### src/rtl/vec_operand_packer.sv
// vec_operand_packer
//   Serial-to-parallel operand packer. Accepts one WIDTH-bit element per cycle
//   on a valid/ready stream and packs up to N elements into one N*WIDTH vector
//   for the adder tree. Vectors closed early by s_last are zero-padded above
//   the last populated lane.
//
//   Optional feature macro: VEC_PACK_MASK_EN
//     defined   -> adds output m_mask[N], bit k set iff lane k is populated.
//     undefined -> no m_mask port and no mask logic.
module vec_operand_packer #(
    parameter int WIDTH = 32,
    parameter int N     = 8
) (
    input  logic                     clk,
    input  logic                     rst_n,
    input  logic                     s_valid,
    output logic                     s_ready,
    input  logic [WIDTH-1:0]         s_data,
    input  logic                     s_last,
    output logic                     m_valid,
    input  logic                     m_ready,
    output logic [N*WIDTH-1:0]       m_data,
    output logic [$clog2(N):0]       m_count
`ifdef VEC_PACK_MASK_EN
    ,
    output logic [N-1:0]             m_mask
`endif
);

    localparam int IW = $clog2(N);
    localparam int CW = IW + 1;

    // FILL: collecting elements. PEND: a complete vector waits for the output slot.
    typedef enum logic {
        ST_FILL = 1'b0,
        ST_PEND = 1'b1
    } state_t;

    state_t               state_q;
    state_t               state_d;
    logic [WIDTH-1:0]     fill_q [N];
    logic [WIDTH-1:0]     fill_next [N];
    logic [IW-1:0]        idx_q;
    logic [CW-1:0]        pend_count_q;

    logic                 beat_acc;
    logic                 beat_done;
    logic [CW-1:0]        beat_count;
    logic                 slot_free;
    logic                 load_vec;
    logic [CW-1:0]        load_count;
    logic [N*WIDTH-1:0]   load_data;
`ifdef VEC_PACK_MASK_EN
    logic [N-1:0]         load_mask;
`endif

    // s_ready decodes the registered state only, so m_ready never reaches it combinationally.
    assign s_ready    = (state_q == ST_FILL);
    assign beat_acc   = s_valid && s_ready;
    assign beat_done  = beat_acc && (s_last || (idx_q == IW'(N - 1)));
    assign beat_count = CW'(idx_q) + CW'(1);
    assign slot_free  = !m_valid || m_ready;
    assign load_vec   = slot_free && ((state_q == ST_PEND) || beat_done);
    assign load_count = (state_q == ST_PEND) ? pend_count_q : beat_count;

    // Fill buffer as it will look after this cycle's beat (lets a completing beat go straight out).
    always_comb begin
        // NOTE: every combinational output gets a default first so no path leaves it unassigned (no latch).
        for (int k = 0; k < N; k++) begin
            fill_next[k] = fill_q[k];
        end
        if (beat_acc) begin
            fill_next[idx_q] = s_data;
        end
    end

    // Assemble the outgoing vector: lanes at or above the count are forced to zero.
    always_comb begin
        load_data = '0;
        for (int k = 0; k < N; k++) begin
            if (CW'(k) < load_count) begin
                load_data[k*WIDTH +: WIDTH] = fill_next[k];
            end
        end
    end

`ifdef VEC_PACK_MASK_EN
    // Populated-lane mask for the outgoing vector.
    always_comb begin
        load_mask = '0;
        for (int k = 0; k < N; k++) begin
            load_mask[k] = (CW'(k) < load_count);
        end
    end
`endif

    // Next-state logic: park in PEND when a vector completes but the output slot is busy.
    always_comb begin
        state_d = state_q;
        unique case (state_q)
            ST_FILL: if (beat_done && !slot_free) state_d = ST_PEND;
            ST_PEND: if (slot_free)               state_d = ST_FILL;
            default: state_d = ST_FILL;
        endcase
    end

    // State register, lane index and the count of a parked vector.
    always_ff @(posedge clk or negedge rst_n) begin
        if (!rst_n) begin
            // NOTE: sequential state uses non-blocking assignments so every flop samples pre-edge values.
            state_q      <= ST_FILL;
            idx_q        <= '0;
            pend_count_q <= '0;
        end else begin
            state_q <= state_d;
            if (beat_done) begin
                idx_q        <= '0;
                pend_count_q <= beat_count;
            end else if (beat_acc) begin
                idx_q <= idx_q + IW'(1);
            end
        end
    end

    // Fill buffer storage, written one lane per accepted beat.
    always_ff @(posedge clk) begin
        // NOTE: the lane storage is left unreset; stale lanes are never visible because
        // lanes at or above the count are zeroed when a vector is loaded.
        if (beat_acc) begin
            fill_q[idx_q] <= s_data;
        end
    end

    // Output register: load on a free slot, otherwise drop m_valid once consumed and hold data.
    always_ff @(posedge clk or negedge rst_n) begin
        if (!rst_n) begin
            m_valid <= 1'b0;
            m_data  <= '0;
            m_count <= '0;
`ifdef VEC_PACK_MASK_EN
            m_mask  <= '0;
`endif
        end else if (load_vec) begin
            m_valid <= 1'b1;
            m_data  <= load_data;
            m_count <= load_count;
`ifdef VEC_PACK_MASK_EN
            m_mask  <= load_mask;
`endif
        end else if (m_ready) begin
            m_valid <= 1'b0;
        end
    end

endmodule

### config.mk
export PLATFORM = sky130hd
export DESIGN_NAME = vec_operand_packer
export DESIGN_NICKNAME = d
export VERILOG_FILES = /design/src/rtl/vec_operand_packer.sv
export SDC_FILE = /design/constraint.sdc
export NUM_CORES = 1
export LEC_CHECK = 0
export ABC_AREA = 0
export CAP_MARGIN = 20
export CELL_PAD_IN_SITES_DETAIL_PLACEMENT = 0
export CELL_PAD_IN_SITES_GLOBAL_PLACEMENT = 1
export CORE_ASPECT_RATIO = 1.4
export CORE_MARGIN = 1.5
export CORE_UTILIZATION = 45
export DETAILED_ROUTE_END_ITERATION = 16
export PLACE_DENSITY = 0.84
export SYNTH_ARGS = -nofsm -noshare
export SYNTH_HDL_FRONTEND = slang
export SYNTH_SLANG_ARGS = --single-unit
### constraint.sdc
create_clock -name clk -period 5.6 [get_ports clk]
set_clock_uncertainty 0.2 [all_clocks]
set_input_delay 1.12 -clock clk [delete_from_list [all_inputs] [get_ports clk]]
set_output_delay 1.12 -clock clk [all_outputs]
set_load 0.005 [all_outputs]
After elaboration in Yosys (flattened, before gate mapping)

Memory sizes are Yosys's and may differ from the RTL's.
Cells that the tools add are included.

Bitwise gates (word level): 2
Add/sub/neg operators: 2
Muxes and demuxes: 22
$lt $le $gt $ge: 10
Equality and inequality tests: 1
Reductions and logical operators: 12

Operator list:

| kind                | number |
|---|---|
| $mux 32             | 9 |
| $bwmux 256          | 1 |
| $mux 256            | 1 |
| $demux 32 s3        | 1 |
| $lt 3x4->1 const A  | 4 |
| $lt 1x4->1 const A  | 2 |
| $lt 2x4->1 const A  | 2 |
| $mux 1              | 6 |
| $mux 3              | 2 |
| $logic_and 1x1->1   | 5 |
| $add 3x1->4 const B | 1 |
| $ge 4x4->1 const B  | 1 |
| $lt 4x1->1 const B  | 1 |
| $mux 4              | 1 |
| $not 3->4           | 1 |
| $reduce_bool 2->1   | 2 |
| $add 3x1->3 const B | 1 |
| $eq 3x3->1 const B  | 1 |
| $logic_or 1x1->1    | 3 |
| $logic_not 1->1     | 2 |
| $pmux 1 s2          | 1 |
| $not 1->1           | 1 |

Memory bits (writable): 256
Bits in registers: 269
Memories: 1

Memories:

| memory | words | bits a word | read ports | clocked after memory_dff | write ports | line | text |
|---|---|---|---|---|---|---|---|
| fill_q | 8     | 32          | 8          | 0                        | 1           | 41   | `logic [WIDTH-1:0] fill_q [N];` |

Depth between registers and ports, before layout

Word-level depth: 8
Depth in mapped cells: 8
Depth with buffers taken out: 6

Least setup slack after synthesis

Ideal clock, no wire load.

Path type: input port to flip-flop
Start: input port s_valid
End: memory fill_q[0][0] (enable)
Setup time: 421 ps
Buffers on the path: 2
Stages on the path: 4
Data arrival time: 3203 ps
Slack: 1775 ps
Data required time: 4979 ps
Path through: or3b_4 > buf_6 > clkbuf_1 > nor2_1

Cells in the longest elaborated chain, start to end: 3

Ends and longest elaborated chain:

| element                      | line | text |
|---|---|---|
| start: declaration           | 16   | `input logic s_valid,` |
| $logic_and 1x1->1            | 59   | `assign beat_acc = s_valid && s_ready;` |
| $mux 1                       | 129  | `if (beat_acc) begin` |
| $mux 1 (not written as such) | 130  | `fill_q[idx_q] <= s_data;` |
| end: declaration             | 41   |  |

Every way passes these cells.

Worst setup path in the final report

Start: input port s_valid
End: register m_data[80]

Cells in the longest elaborated chain, start to end: 4

Ends and longest elaborated chain:

| element                | line | text |
|---|---|---|
| $logic_and 1x1->1 (*)  | 59   |  |
| $logic_and 1x1->1      | 60   | `assign beat_done = beat_acc && (s_last \|\| (idx_q == IW'(N - 1)));` |
| $logic_or 1x1->1       | 63   | `assign load_vec = slot_free && ((state_q == ST_PEND) \|\| beat_done);` |
| $logic_and 1x1->1      | 63   |  |
| end signal: assignment | 145  | `m_data <= load_data;` |
| end: declaration       | 22   | `output logic [N*WIDTH-1:0] m_data,` |

Every way passes the cells marked *; elsewhere a longest branch is shown, timed or not.
A chain may end at the register's enable or synchronous reset.

==> Implementation_results.wiki <==
{| class="wikitable"
! Metric !! Value
|-
| Overall track demand over capacity in global routing || 0.249
|-
| Comb pwr share || 0.204
|-
| Total nets after synthesis || between 1500 and 2000
|-
| Start-to-end type of the worst setup path || in2reg
|-
| CTS Root Buffer Type || sky130_fd_sc_hd__clkbuf_16
|-
| Number of antenna violations at the first check in global routing || 0
|-
| Slowest Stage Delay on Critical Path || between 0.7 and 0.8 ns
|-
| Peak supply drop || 0.281 mV
|-
| Vias in the first global route || around 14000
|-
| Period utilization || 0.664
|-
| Count of unique library cells instantiated by Yosys || 39
|-
| Min Clock Period, post-route || around 3.7 ns
|-
| Insertion delay of the later-clocked pin in the worst-skew pair || 0.57 ns
|-
| Number of buffers inserted during clock tree synthesis || 49
|-
| Maximum frequency from static timing analysis || 269 MHz
|-
| Worst-case clock buffer depth || 3
|-
| Routability congestion estimate from global placement || 0.779
|-
| First-pass GRT wire length || roughly 90000 um
|-
| Clock tree from TritonCTS || built
|-
| Transition time at the pin with the least slew margin || approximately 1.1 ns
|-
| Combined area of the multi-input logic cells || approximately 6200 um2
|-
| Maximum number of pins on one net before global-route repair || 170
|-
| Number of max-cap violations || 0
|-
| Clock network power share || 0.324
|-
| Crit path cell chain || clkdlybuf4s50_1 > o21ai_0 > a21boi_4 > nand4_1 > buf_4 > o211a_1
|-
| Clock net sink count || around 530
|-
| Net Sw Power || ~0.0028 W
|-
| Die Ht || about 260 um
|-
| Biggest fanout along the worst timing path || 26
|-
| Flip-flop and latch count after synthesis || between 500 and 600
|-
| Type of element capturing the critical path || flip-flop
|-
| Sw Ratio || 0.271
|-
| Critical path data arrival time || between 3 and 4 ns
|-
| Port-buffer cells || a little under 300
|-
| Total number of H-tree levels || 2
|-
| Resized cells post-CTS || 0
|-
| Placed Instance Area || ~25000 um2
|-
| Pins Over Slew Limit || 0
|-
| Worst Path Required || between 5 and 6 ns
|-
| Total number of vias || ~15000
|-
| Layout area overhead || 24.1%
|-
| Gate count after technology mapping || between 1500 and 2000
|-
| Area share of the largest cell type after synthesis || 0.362
|-
| Path category of the worst min-delay check || reg2reg
|-
| Largest area contributor in the synthesized netlist || sky130_fd_sc_hd__edfxtp_1
|-
| Count of fill cells added during filler insertion || 3820
|-
| Number of setup violations in the final report || 0
|-
| Share of final-layout standard cells stronger than drive strength 1 || 0.0732
|-
| Asr flop ratio synth || 0.512
|-
| Area of the placeable core || ~47000 um2
|-
| Rel. slew slack || 0.286
|-
| Setup repair after global routing missed its margin || false
|-
| Result of the run || completed
|-
| 1st-iter DRT viols || roughly 1300
|-
| Overall overflow remaining after global route || 0
|-
| Storage cell area || 14400 um2
|-
| Count of TritonRoute iterations in the first routing pass || 7
|-
| Overall die area || between 40000 and 50000 um2
|-
| Top flip-flop cell by instance count after synthesis || sky130_fd_sc_hd__dfrtp_1
|-
| Number of diodes added for antenna fixing || 0
|-
| Total count of hold-check failures in the final report || 0
|-
| Post-CTS setup buffers || 0
|-
| Number of nets in the layout || 1788
|-
| Post-detailed-route wirelength per cell || 25.2 um
|-
| Relative contribution of sequential cells to total power || 0.472
|-
| Total non-filler cell area in the finished layout || 26300 um2
|-
| Library cell contributing the largest single delay on the critical path || sky130_fd_sc_hd__a21boi_4
|-
| Synth top area cells || sky130_fd_sc_hd__edfxtp_1 36%, sky130_fd_sc_hd__dfrtp_1 32%, sky130_fd_sc_hd__mux2i_1 6.1%
|-
| Number of enable-type register cells in the synthesized netlist || 256
|-
| Initial standard-cell utilization of the core || 0.453
|-
| Sum of routed wire length over all layers || between 60000 and 70000 um
|-
| Synth Area per Inst || roughly 14 um2
|-
| Internal power consumption || around 0.0075 W
|-
| Share of the yosys chip area belonging to registers || 0.680
|-
| Total power consumption of the routed design || 0.0103 W
|-
| Yosys warning count || 0
|-
| Count of antenna-violating nets left after detailed routing || 0
|-
| DR DRC count || 0
|-
| Final TNS setup || 0 ns
|-
| Power per cell area || around 400 nW/um2
|-
| Average vias per placed instance || 6.03
|-
| X dimension of the die || approximately 190 um
|-
| Hold slack || between 0.2 and 0.3 ns
|-
| Sort of element at the start of the critical path || input pin
|-
| Register clock-pin slew on the reported worst setup and hold paths || 0.06 ns
|-
| Cell Rows || 94
|-
| LEAKAGE || between 10 and 15 nW
|-
| CTS Hold Buffers Added || 0
|-
| Post-synthesis instance area || about 21000 um2
|-
| Num ports || approximately 300
|-
| Detail Placement HPWL || approximately 36000 um
|}
critical path, delay by kind of cell:
family,cells,cell delay (ns)
AOI/OAI and AO/OA,3,1.10
and+or+nand+nor,1,0.68
buffers and inverters,2,1.03
state kept, by name, indices dropped and copies added, names as in the netlist:
register	cells
fill_q	256
idx_q	3
m_count	4
m_data	256
m_valid	1
pend_count_q	4
state_q	1
cells in the mapped netlist, types with 2 or more instances:
cell type / instances
sky130_fd_sc_hd__nor2_1: 14
sky130_fd_sc_hd__mux2_2: 4
sky130_fd_sc_hd__buf_2: 12
sky130_fd_sc_hd__o21ai_0: 132
sky130_fd_sc_hd__o211ai_1: 2
sky130_fd_sc_hd__buf_1: 25
sky130_fd_sc_hd__nand2b_1: 4
sky130_fd_sc_hd__a22o_1: 2
sky130_fd_sc_hd__nand2_1: 12
sky130_fd_sc_hd__clkbuf_1: 120
sky130_fd_sc_hd__buf_4: 9
sky130_fd_sc_hd__o21ai_1: 3
sky130_fd_sc_hd__inv_1: 2
sky130_fd_sc_hd__mux2i_1: 129
sky130_fd_sc_hd__a21oi_1: 4
sky130_fd_sc_hd__buf_6: 6
sky130_fd_sc_hd__o2bb2ai_1: 128
sky130_fd_sc_hd__edfxtp_1: 256
sky130_fd_sc_hd__or2_2: 2
sky130_fd_sc_hd__dfrtp_1: 269
sky130_fd_sc_hd__nand3_1: 257
sky130_fd_sc_hd__ha_1: 2
sky130_fd_sc_hd__nor2_2: 2
sky130_fd_sc_hd__nand4_1: 2
sky130_fd_sc_hd__o211a_1: 128
per-stage QoR:
step,utilization,worst slack [ns],cells
2_1_floorplan,-,1.78,1540
3_3_place_gp,0.525,1.40,2316
3_5_place_dp,0.526,1.31,2318
4_1_cts,0.561,1.94,2410
5_1_grt,0.563,1.77,2414
6_report,0.563,1.88,2414
logic make-up after synthesis:
| kind of cell | count (synthesis) | synth area share |
|---|---|---|
| flops | 525 | 0.680 |
| compound gates | 404 | 0.150 |
| simple gates | 302 | 0.0715 |
| buf+inv | 174 | 0.0352 |
| mux | 133 | 0.0630 |
| fa+ha+maj | 2 | 0.00118 |
power by group through the flow:
stage	Clock [W]	Sequential, W	Combinational (W)
5_1_grt	0.00355	0.00492	0.00225
2_1_floorplan	0	0.00487	0.000795
4_1_cts	0.00340	0.00487	0.00212
6_report	0.00335	0.00488	0.00211
3_5_place_dp	0	0.00494	0.00212
3_3_place_gp	0	0.00493	0.00207
worst paths after layout:
check	from	to	slack (ns)	cells after the start
worst max-delay path	s_valid	m_data[80]	1.88	6
worst min-delay path	pend_count_q[3]	pend_count_q[3]	0.28	2
worst max register to register	idx_q[0]	m_data[80]	1.93	7
worst min register to register	pend_count_q[3]	pend_count_q[3]	0.28	2
max in group asynchronous	rst_n	m_data[71]	3.56	2
min in group asynchronous	rst_n	m_valid	0.30	1
layer usage:
layer / global-route usage / up-vias / wire length, um
li1: - / 6289 / -
met5: 0 / - / 0
met2: 0.425 / 590 / 30700
met3: 0.0498 / 106 / 4200
met1: 0.318 / 7568 / 23900
met4: 0.0847 / 0 / 1980
layout make-up:
| cell class | instances | area share |
|---|---|---|
| inverter | 2 | 0.000285 |
| multi-input combinational | 841 | 0.235 |
| sequential | 525 | 0.548 |
| clock buffer | 76 | 0.0558 |
| timing repair buffer | 330 | 0.127 |
| clock inverter | 16 | 0.00513 |
| tap | 624 | 0.0296 |
placed cells by master (no fill, tap or decap), types with 8 or more instances in the layout:
cell,count
sky130_fd_sc_hd__clkdlybuf4s50_1,297
sky130_fd_sc_hd__dfrtp_1,269
sky130_fd_sc_hd__nand3_1,257
sky130_fd_sc_hd__edfxtp_1,256
sky130_fd_sc_hd__o21ai_0,131
sky130_fd_sc_hd__mux2i_1,129
sky130_fd_sc_hd__o211a_1,128
sky130_fd_sc_hd__o2bb2ai_1,128
sky130_fd_sc_hd__clkbuf_16,51
sky130_fd_sc_hd__buf_4,24
sky130_fd_sc_hd__clkbuf_1,15
sky130_fd_sc_hd__nand2_1,11
sky130_fd_sc_hd__clkbuf_8,10
sky130_fd_sc_hd__nor2_1,9
sky130_fd_sc_hd__nor2_4,8
Power figures use the tool's default switching activity.
